<file path="src/rtl/tbird_signal_ctrl.sv">
// Thunderbird turn-indicator front-end controller.
// Debounces the stalk/hazard switches, arbitrates them against one-shot
// lane-change requests, and produces the sequencer's mode levels, step
// tick and step index. Lane-change flashing cancels itself after a fixed
// number of full 4-step sequences.
module tbird_signal_ctrl #(
    parameter int TICK_DIV     = 25000000,
    parameter int DEB_LEN      = 4,
    parameter int LANE_FLASHES = 3
) (
    input  logic       clk,
    input  logic       reset,
    input  logic       sw_left,
    input  logic       sw_right,
    input  logic       sw_haz,
    input  logic       lane_left_req,
    input  logic       lane_right_req,
    output logic       left,
    output logic       right,
    output logic       haz,
    output logic       step_en,
    output logic [2:0] mode,
    output logic [1:0] seq_step
);

    typedef enum logic [2:0] {
        MODE_OFF    = 3'd0,
        MODE_LEFT   = 3'd1,
        MODE_RIGHT  = 3'd2,
        MODE_LANE_L = 3'd3,
        MODE_LANE_R = 3'd4,
        MODE_HAZ    = 3'd5
    } mode_t;

    localparam int PW = (TICK_DIV > 2) ? $clog2(TICK_DIV) : 1;
    localparam int DW = $clog2(DEB_LEN + 1);
    localparam int FW = $clog2(LANE_FLASHES + 1);

    localparam logic [PW-1:0] PRESC_LAST = PW'(TICK_DIV - 1);
    localparam logic [DW-1:0] DEB_LAST   = DW'(DEB_LEN - 1);
    localparam logic [FW-1:0] FLASH_DONE = FW'(LANE_FLASHES);

    // Switch bit order used throughout: [0]=left, [1]=right, [2]=hazard.
    logic [2:0]    raw_s;
    logic [2:0]    deb_r;
    logic [DW-1:0] deb_cnt_r [3];

    mode_t         mode_r;
    mode_t         mode_next_s;
    logic          lane_acc_s;
    logic          restart_s;
    logic [PW-1:0] presc_r;
    logic [1:0]    seq_r;
    logic [FW-1:0] flash_r;

    assign raw_s = {sw_haz, sw_right, sw_left};

    // Debounce each switch: a disagreement must persist DEB_LEN cycles to flip the accepted value.
    always_ff @(posedge clk or posedge reset) begin
        if (reset) begin
            deb_r <= 3'b000;
            for (int i = 0; i < 3; i++) begin
                deb_cnt_r[i] <= {DW{1'b0}};
            end
        end else begin
            for (int i = 0; i < 3; i++) begin
                if (raw_s[i] != deb_r[i]) begin
                    if (deb_cnt_r[i] == DEB_LAST) begin
                        deb_r[i]     <= raw_s[i];
                        deb_cnt_r[i] <= {DW{1'b0}};
                    end else begin
                        deb_cnt_r[i] <= deb_cnt_r[i] + DW'(1);
                    end
                end else begin
                    deb_cnt_r[i] <= {DW{1'b0}};
                end
            end
        end
    end

    // Priority arbitration: hazard, then a single stalk, then lane requests, then lane hold/cancel.
    always_comb begin
        mode_next_s = MODE_OFF;
        lane_acc_s  = 1'b0;
        if (deb_r[2]) begin
            mode_next_s = MODE_HAZ;
        end else if (deb_r[0] ^ deb_r[1]) begin
            mode_next_s = deb_r[0] ? MODE_LEFT : MODE_RIGHT;
        end else if (lane_left_req && !lane_right_req) begin
            mode_next_s = MODE_LANE_L;
            lane_acc_s  = 1'b1;
        end else if (lane_right_req && !lane_left_req) begin
            mode_next_s = MODE_LANE_R;
            lane_acc_s  = 1'b1;
        end else begin
            case (mode_r)
                MODE_LANE_L, MODE_LANE_R: begin
                    mode_next_s = (flash_r == FLASH_DONE) ? MODE_OFF : mode_r;
                end
                default: begin
                    mode_next_s = MODE_OFF;
                end
            endcase
        end
    end

    // An accepted lane request restarts timing even when the mode itself is unchanged.
    assign restart_s = (mode_next_s != mode_r) || lane_acc_s;

    // Register mode, decoded levels, and the prescaler / step / flash counters.
    always_ff @(posedge clk or posedge reset) begin
        if (reset) begin
            mode_r  <= MODE_OFF;
            left    <= 1'b0;
            right   <= 1'b0;
            haz     <= 1'b0;
            step_en <= 1'b0;
            presc_r <= {PW{1'b0}};
            seq_r   <= 2'd0;
            flash_r <= {FW{1'b0}};
        end else begin
            mode_r <= mode_next_s;
            left   <= (mode_next_s == MODE_LEFT)  || (mode_next_s == MODE_LANE_L);
            right  <= (mode_next_s == MODE_RIGHT) || (mode_next_s == MODE_LANE_R);
            haz    <= (mode_next_s == MODE_HAZ);
            if (restart_s || (mode_next_s == MODE_OFF)) begin
                presc_r <= {PW{1'b0}};
                seq_r   <= 2'd0;
                flash_r <= {FW{1'b0}};
                step_en <= 1'b0;
            end else if (presc_r == PRESC_LAST) begin
                presc_r <= {PW{1'b0}};
                step_en <= 1'b1;
                seq_r   <= seq_r + 2'd1;
                if ((seq_r == 2'd3) &&
                    ((mode_r == MODE_LANE_L) || (mode_r == MODE_LANE_R))) begin
                    flash_r <= flash_r + FW'(1);
                end else begin
                    flash_r <= flash_r;
                end
            end else begin
                presc_r <= presc_r + PW'(1);
                step_en <= 1'b0;
            end
        end
    end

    assign mode     = mode_r;
    assign seq_step = seq_r;

endmodule

</file>
<file path="config.mk">
export PLATFORM = sky130hd
export DESIGN_NAME = tbird_signal_ctrl
export DESIGN_NICKNAME = d
export VERILOG_FILES = /design/src/rtl/tbird_signal_ctrl.sv
export SDC_FILE = /design/constraint.sdc
export NUM_CORES = 1
export LEC_CHECK = 0
export CORE_AREA = 2 2 114 72
export DETAILED_ROUTE_END_ITERATION = 12
export DIE_AREA = 0 0 116 74
export GPL_TIMING_DRIVEN = 0
export HOLD_SLACK_MARGIN = 0.1
export PLACE_DENSITY = 0.57
export SLEW_MARGIN = 30
export SYNTH_ARGS = -nofsm -noshare
export SYNTH_HDL_FRONTEND = slang
export SYNTH_SLANG_ARGS = --single-unit
</file>
<file path="constraint.sdc">
create_clock -name clk -period 2.7 [get_ports clk]
set_clock_uncertainty 0.15 [all_clocks]
set_input_delay 0.675 -clock clk [delete_from_list [all_inputs] [get_ports clk]]
set_output_delay 0.675 -clock clk [all_outputs]
set_load 0.005 [all_outputs]
</file>
Word level (Yosys, flattened, before mapping) --
Cells that the tools add are included. W data, S select, Z words.
Cells by class: reduce and logical (&&, ||, !) cells 18, add/subtract/negate cells 6, bitwise gates (word level) 1, multiplexer cells 26, eq/ne operators 17
Operator list (number):
- $mux W25 | 2
- $mux W3 | 12
- $add A25 B1 Y25 const B | 1
- $eq A25 B25 Y1 const B | 1
- $eq A3 B2 Y1 const B | 6
- $mux W2 | 6
- $add A3 B1 Y3 const B | 3
- $eq A3 B3 Y1 const B | 3
- $reduce_and A2 Y1 | 4
- $mux W1 | 6
- $logic_or A1 B1 Y1 | 5
- $add A2 B1 Y2 const B | 2
- $eq A2 B2 Y1 const B | 2
- $reduce_bool A2 Y1 | 2
- $eq A3 B1 Y1 const B | 1
- $logic_and A1 B1 Y1 | 3
- $logic_not A3 Y1 | 1
- $ne A1 B1 Y1 | 3
- $ne A3 B3 Y1 | 1
- $logic_not A1 Y1 | 2
- $reduce_or A2 Y1 | 1
- $xor A1 B1 Y1 | 1
Word-level totals: bits in registers 48, logic and storage cells 82, output and inout bits 9, input bits 7

Logic depth before layout (Yosys ltp) --
depth in word-level cells 12, depth in mapped cells 8, depth with buffers taken out 7

Worst setup path before layout --
No wires, ideal clock.
path kind in2reg, start in lane_left_req, end reg presc_r[17], path slack 0.446 ns, data arrival time 2.023 ns, stages on the path 8, setup time 0.082 ns, path buffers 1, data required time 2.468 ns, path through inv_1 ha_1 nor4b_2 o41ai_1 a211oi_2 nand3_4 buf_12 nor3_2
Between the ends: cells in the longest elaborated chain, start to end 10, elaborated cells on any way between the ends 16, classes of those cells eq/ne (1); mux (9); reduce/logical (6)
Ends and longest elaborated chain:
- start: declaration | RTL line 16 | input logic lane_left_req,
- $logic_not A1 Y1 | RTL line 92 | end else if (lane_right_req && !lane_left_req) begin
- $logic_and A1 B1 Y1 | RTL line 92
- $mux W3 | RTL line 92
- $mux W3 | RTL line 89 | end else if (lane_left_req && !lane_right_req) begin
- $mux W3 | RTL line 87 | end else if (deb_r[0] ^ deb_r[1]) begin
- $mux W3 | RTL line 85 | if (deb_r[2]) begin
- $ne A3 B3 Y1 | RTL line 108 | assign restart_s = (mode_next_s != mode_r) || lane_acc_s;
- $logic_or A1 B1 Y1 | RTL line 108
- $logic_or A1 B1 Y1 (*) | RTL line 126 | if (restart_s || (mode_next_s == MODE_OFF)) begin
- $mux W25 (*) | RTL line 126
- end signal: assignment | RTL line 118 | presc_r <= {PW{1'b0}};
- end signal: assignment | RTL line 127 | presc_r <= {PW{1'b0}};
- end signal: assignment | RTL line 132 | presc_r <= {PW{1'b0}};
- end: declaration | RTL line 52 | logic [PW-1:0] presc_r;
Every way passes the cells marked *; elsewhere a longest branch is shown, timed or not. A chain may end at the register's enable or synchronous reset.

Worst setup path after layout --
start in lane_left_req, end reg presc_r[4]
Same word-level chain as after synthesis.

==> impl_metrics.tcl <==
set metrics [dict create \
    synth_top_family_by_area "simple AND/OR/NAND/NOR gates" \
    die_area_um2 8580 \
    cts_hold_buf 0 \
    place_inst 369 \
    antenna_found_initial 0 \
    synth_edf_count 0 \
    layout.cells.non_filler 379 \
    ys_async_sr_fraction_pct 100 \
    wl_met2_mm 2.02 \
    ant_nets 0 \
    p_clk_share_pct 22.7 \
    wire_per_inst_um 13.7 \
    synthAdderAreaFrac_pct 3.89 \
    p_switching_mw 1.07 \
    ys_seq_elements 48 \
    routed_wl_mm 5.21 \
    num_rows 25 \
    top_layer "met4" \
    h-tree-depth 2 \
    syn_area_um2 2570 \
    io_buffers 15 \
    die_w_um 116 \
    die_h_um 74 \
    p_leak_nw 1.20 \
    end_kind "flop" \
    core_area_um2 7570 \
    maxCapViolations 0 \
    p_int_mw 1.69 \
    critPathLaunchType "input pin" \
    synth_cells 246 \
    viasPerCell 4.85 \
    cts_sinks 48 \
    r2r_cells 7 \
    cts_buffer_depth 2 \
    synth_compound_area_share_pct 5.25 \
    fillerInstances 747 \
    crit_required_ps 2750 \
    drt-met1-wl_mm 2.96 \
    rsz0062_at_grt "yes" \
    syn_to_final_growth_pct 19.6 \
    cts_tree "done" \
    slew_viol_final 0 \
    layout_commonest_cell "dfrtp_1" \
    synth_fp_nets 261 \
    ir_drop_mv 0.250 \
    cts-root-buf "clkbuf_16" \
    muxShareOfSynthArea_pct 1.22 \
    wl_met3_um 183 \
    worst-slew-pin-transition_ps 606 \
    num_vias 1839 \
    final_layout_size_suffix_gt1_share_pct 17.0 \
    ys.flop_type "dfrtp_1" \
    hold_start "deb_cnt_r[6]" \
    drtIter0Drc 72 \
    synth_cell_types 43 \
    status "finished clean" \
    min_to "deb_cnt_r[6]" \
    crit_fanout 10 \
    dp_hpwl_mm 3.69 \
    io_pins 16 \
    cts.clk_slew.worst_paths_ps 60 \
    crit_type "in2reg" \
    slew_headroom_pct 59.2 \
    arrival_ps 2660 \
    regToRegSetupSlack_ps 540 \
    grt_pass1_vias 1834 \
    power.density_nw_per_um2 898 \
    grt_pass1_wl_mm 9.19 \
    fmax_ghz 0.384 \
    worstSkewPairLatency_ps 290 \
    post_dp_cell_area_um2 2860 \
    r2r_end "presc_r[4]" \
    synthSimpleGateAreaFrac_pct 29.2 \
    ys_seq_area_share_pct 46.7 \
    syn_area_per_cell_um2 10.5 \
    finalSetupViolations 0 \
    post-route-cell-area_um2 3080 \
    dr.pass1.iters 4 \
    drc 0 \
    pwr-share-comb_pct 44.4 \
    diodes 0 \
    synth_xor_area_share_pct 9.53 \
    final_nets 285 \
    swShare_pct 38.8 \
    start_util_pct 34.0 \
    yosys_warnings 0 \
    grt_overflow 0 \
    cts_made_buffers 5 \
    place_congestion 0.775 \
    period_needed_ps 2610 \
    grt_usage_pct 13.9 \
    grt_max_degree 49 \
    p_seq_share_pct 32.9 \
    mostFrequentLayoutCells "dfrtp_1, xnor2_1, nor3_1, nor3_2, clkdlybuf4s50_1" \
    hp-class "reg2reg" \
    hold_violations 0 \
    post-route-period-util_pct 96.5 \
    timing.rr.start "flash_r[0]" \
    hold_depth 1 \
]
## power by group through the flow
stage | Clock [mW] | Sequential [mW] | Combinational, mW
after floorplan | 0 | 0.904 | 0.775
after global placement | 0 | 0.916 | 1.10
after detailed placement | 0 | 0.918 | 1.10
after CTS | 0.647 | 0.906 | 1.10
after global routing | 0.681 | 0.924 | 1.35
final | 0.628 | 0.908 | 1.23
## Yosys cell counts, drive strengths merged (2+ instances only)
master | number | area share, %
nor3 | 37 | 9.5
nor3b | 4 | 1.2
nand3 | 10 | 2.4
o21ai | 8 | 1.6
nand2 | 12 | 1.8
inv | 10 | 1.5
clkbuf | 4 | 0.58
and4 | 5 | 1.7
a32o | 2 | 0.78
nand4 | 5 | 1.5
dfrtp | 48 | 47
or3 | 2 | 0.49
xnor2 | 21 | 7.1
nor2 | 13 | 1.9
nor4b | 2 | 1.2
ha | 8 | 3.9
a21oi | 4 | 0.78
nor2b | 13 | 3.2
and3 | 2 | 0.49
mux2i | 2 | 0.78
nor4 | 7 | 2.2
buf | 8 | 2.2
xor2 | 7 | 2.4
## critical path, cell delays in order
cell	delay [ps]
clkdlybuf4s50_1	480
inv_1	50
ha_1	230
nor4b_4	260
o41ai_2	100
a211oi_2	340
nand2_1	130
buf_4	200
nor3_1	190
## area by class of cell
type                    instances  area (um^2)  area share [%]
multi-input cells             176         1300            42.2
flip-flops and latches         48         1200            39.1
repair buffers                 17          178            5.78
clock buffers                   8          146            4.76
well taps                     108          135            4.39
plain buffers                  12         76.3            2.48
inverters                      10         40.0            1.30
## cells by family after synthesis
family          after synthesis
xor+xnor                     28
mux                           3
compound gates               20
flops                        48
fa+ha+maj                     8
buf+inv                      22
simple gates                117
## state kept, by name, summed over array words and instances (netlist names)
name and count:
deb_cnt_r 9, deb_r 3, flash_r 2, haz 1
left 1, mode 3, presc_r 25, right 1
seq_step 2, step_en 1
## per-stage QoR
| step | utilization [%] | hold slack (ps) | TNS [ps] | power (mW) | worst slack (ps) |
|---|---|---|---|---|---|
| finish | 40.6 | 292 | 0 | 2.76 | 93.3 |
| global route | 40.6 | 318 | -21.6 | 2.96 | -11.5 |
| CTS | 39.7 | 295 | 0 | 2.66 | 4.71 |
| detailed placement | 37.8 | 284 | -7930 | 2.01 | -335 |
| global placement | 37.8 | 280 | -23120 | 2.02 | -350 |
| floorplan | - | 269 | 0 | 1.68 | 446 |
## how the worst max path moves through the flow
stage	startpoint	to	slack, ps
global route	lane_left_req	presc_r[9]	-10
floorplan	lane_left_req	presc_r[17]	450
global placement	lane_left_req	seq_step[1]	-350
CTS	lane_right_req	step_en	5
detailed placement	lane_left_req	presc_r[23]	-330
finish	lane_left_req	presc_r[4]	90
## layer usage
layer,vias to the layer above,global-route usage [%]
li1,914,-
met1,887,21.0
met2,30,19.5
met3,8,3.67
met4,0,3.97
met5,-,0
## timing repair
action / CTS / global route
buffers inserted: 0 / 2
resized for setup: 1 / 10
setup endpoints to repair: 10 / 22
pin swaps: 1 / 2
Note: power is estimated with default switching activity, not from simulation.
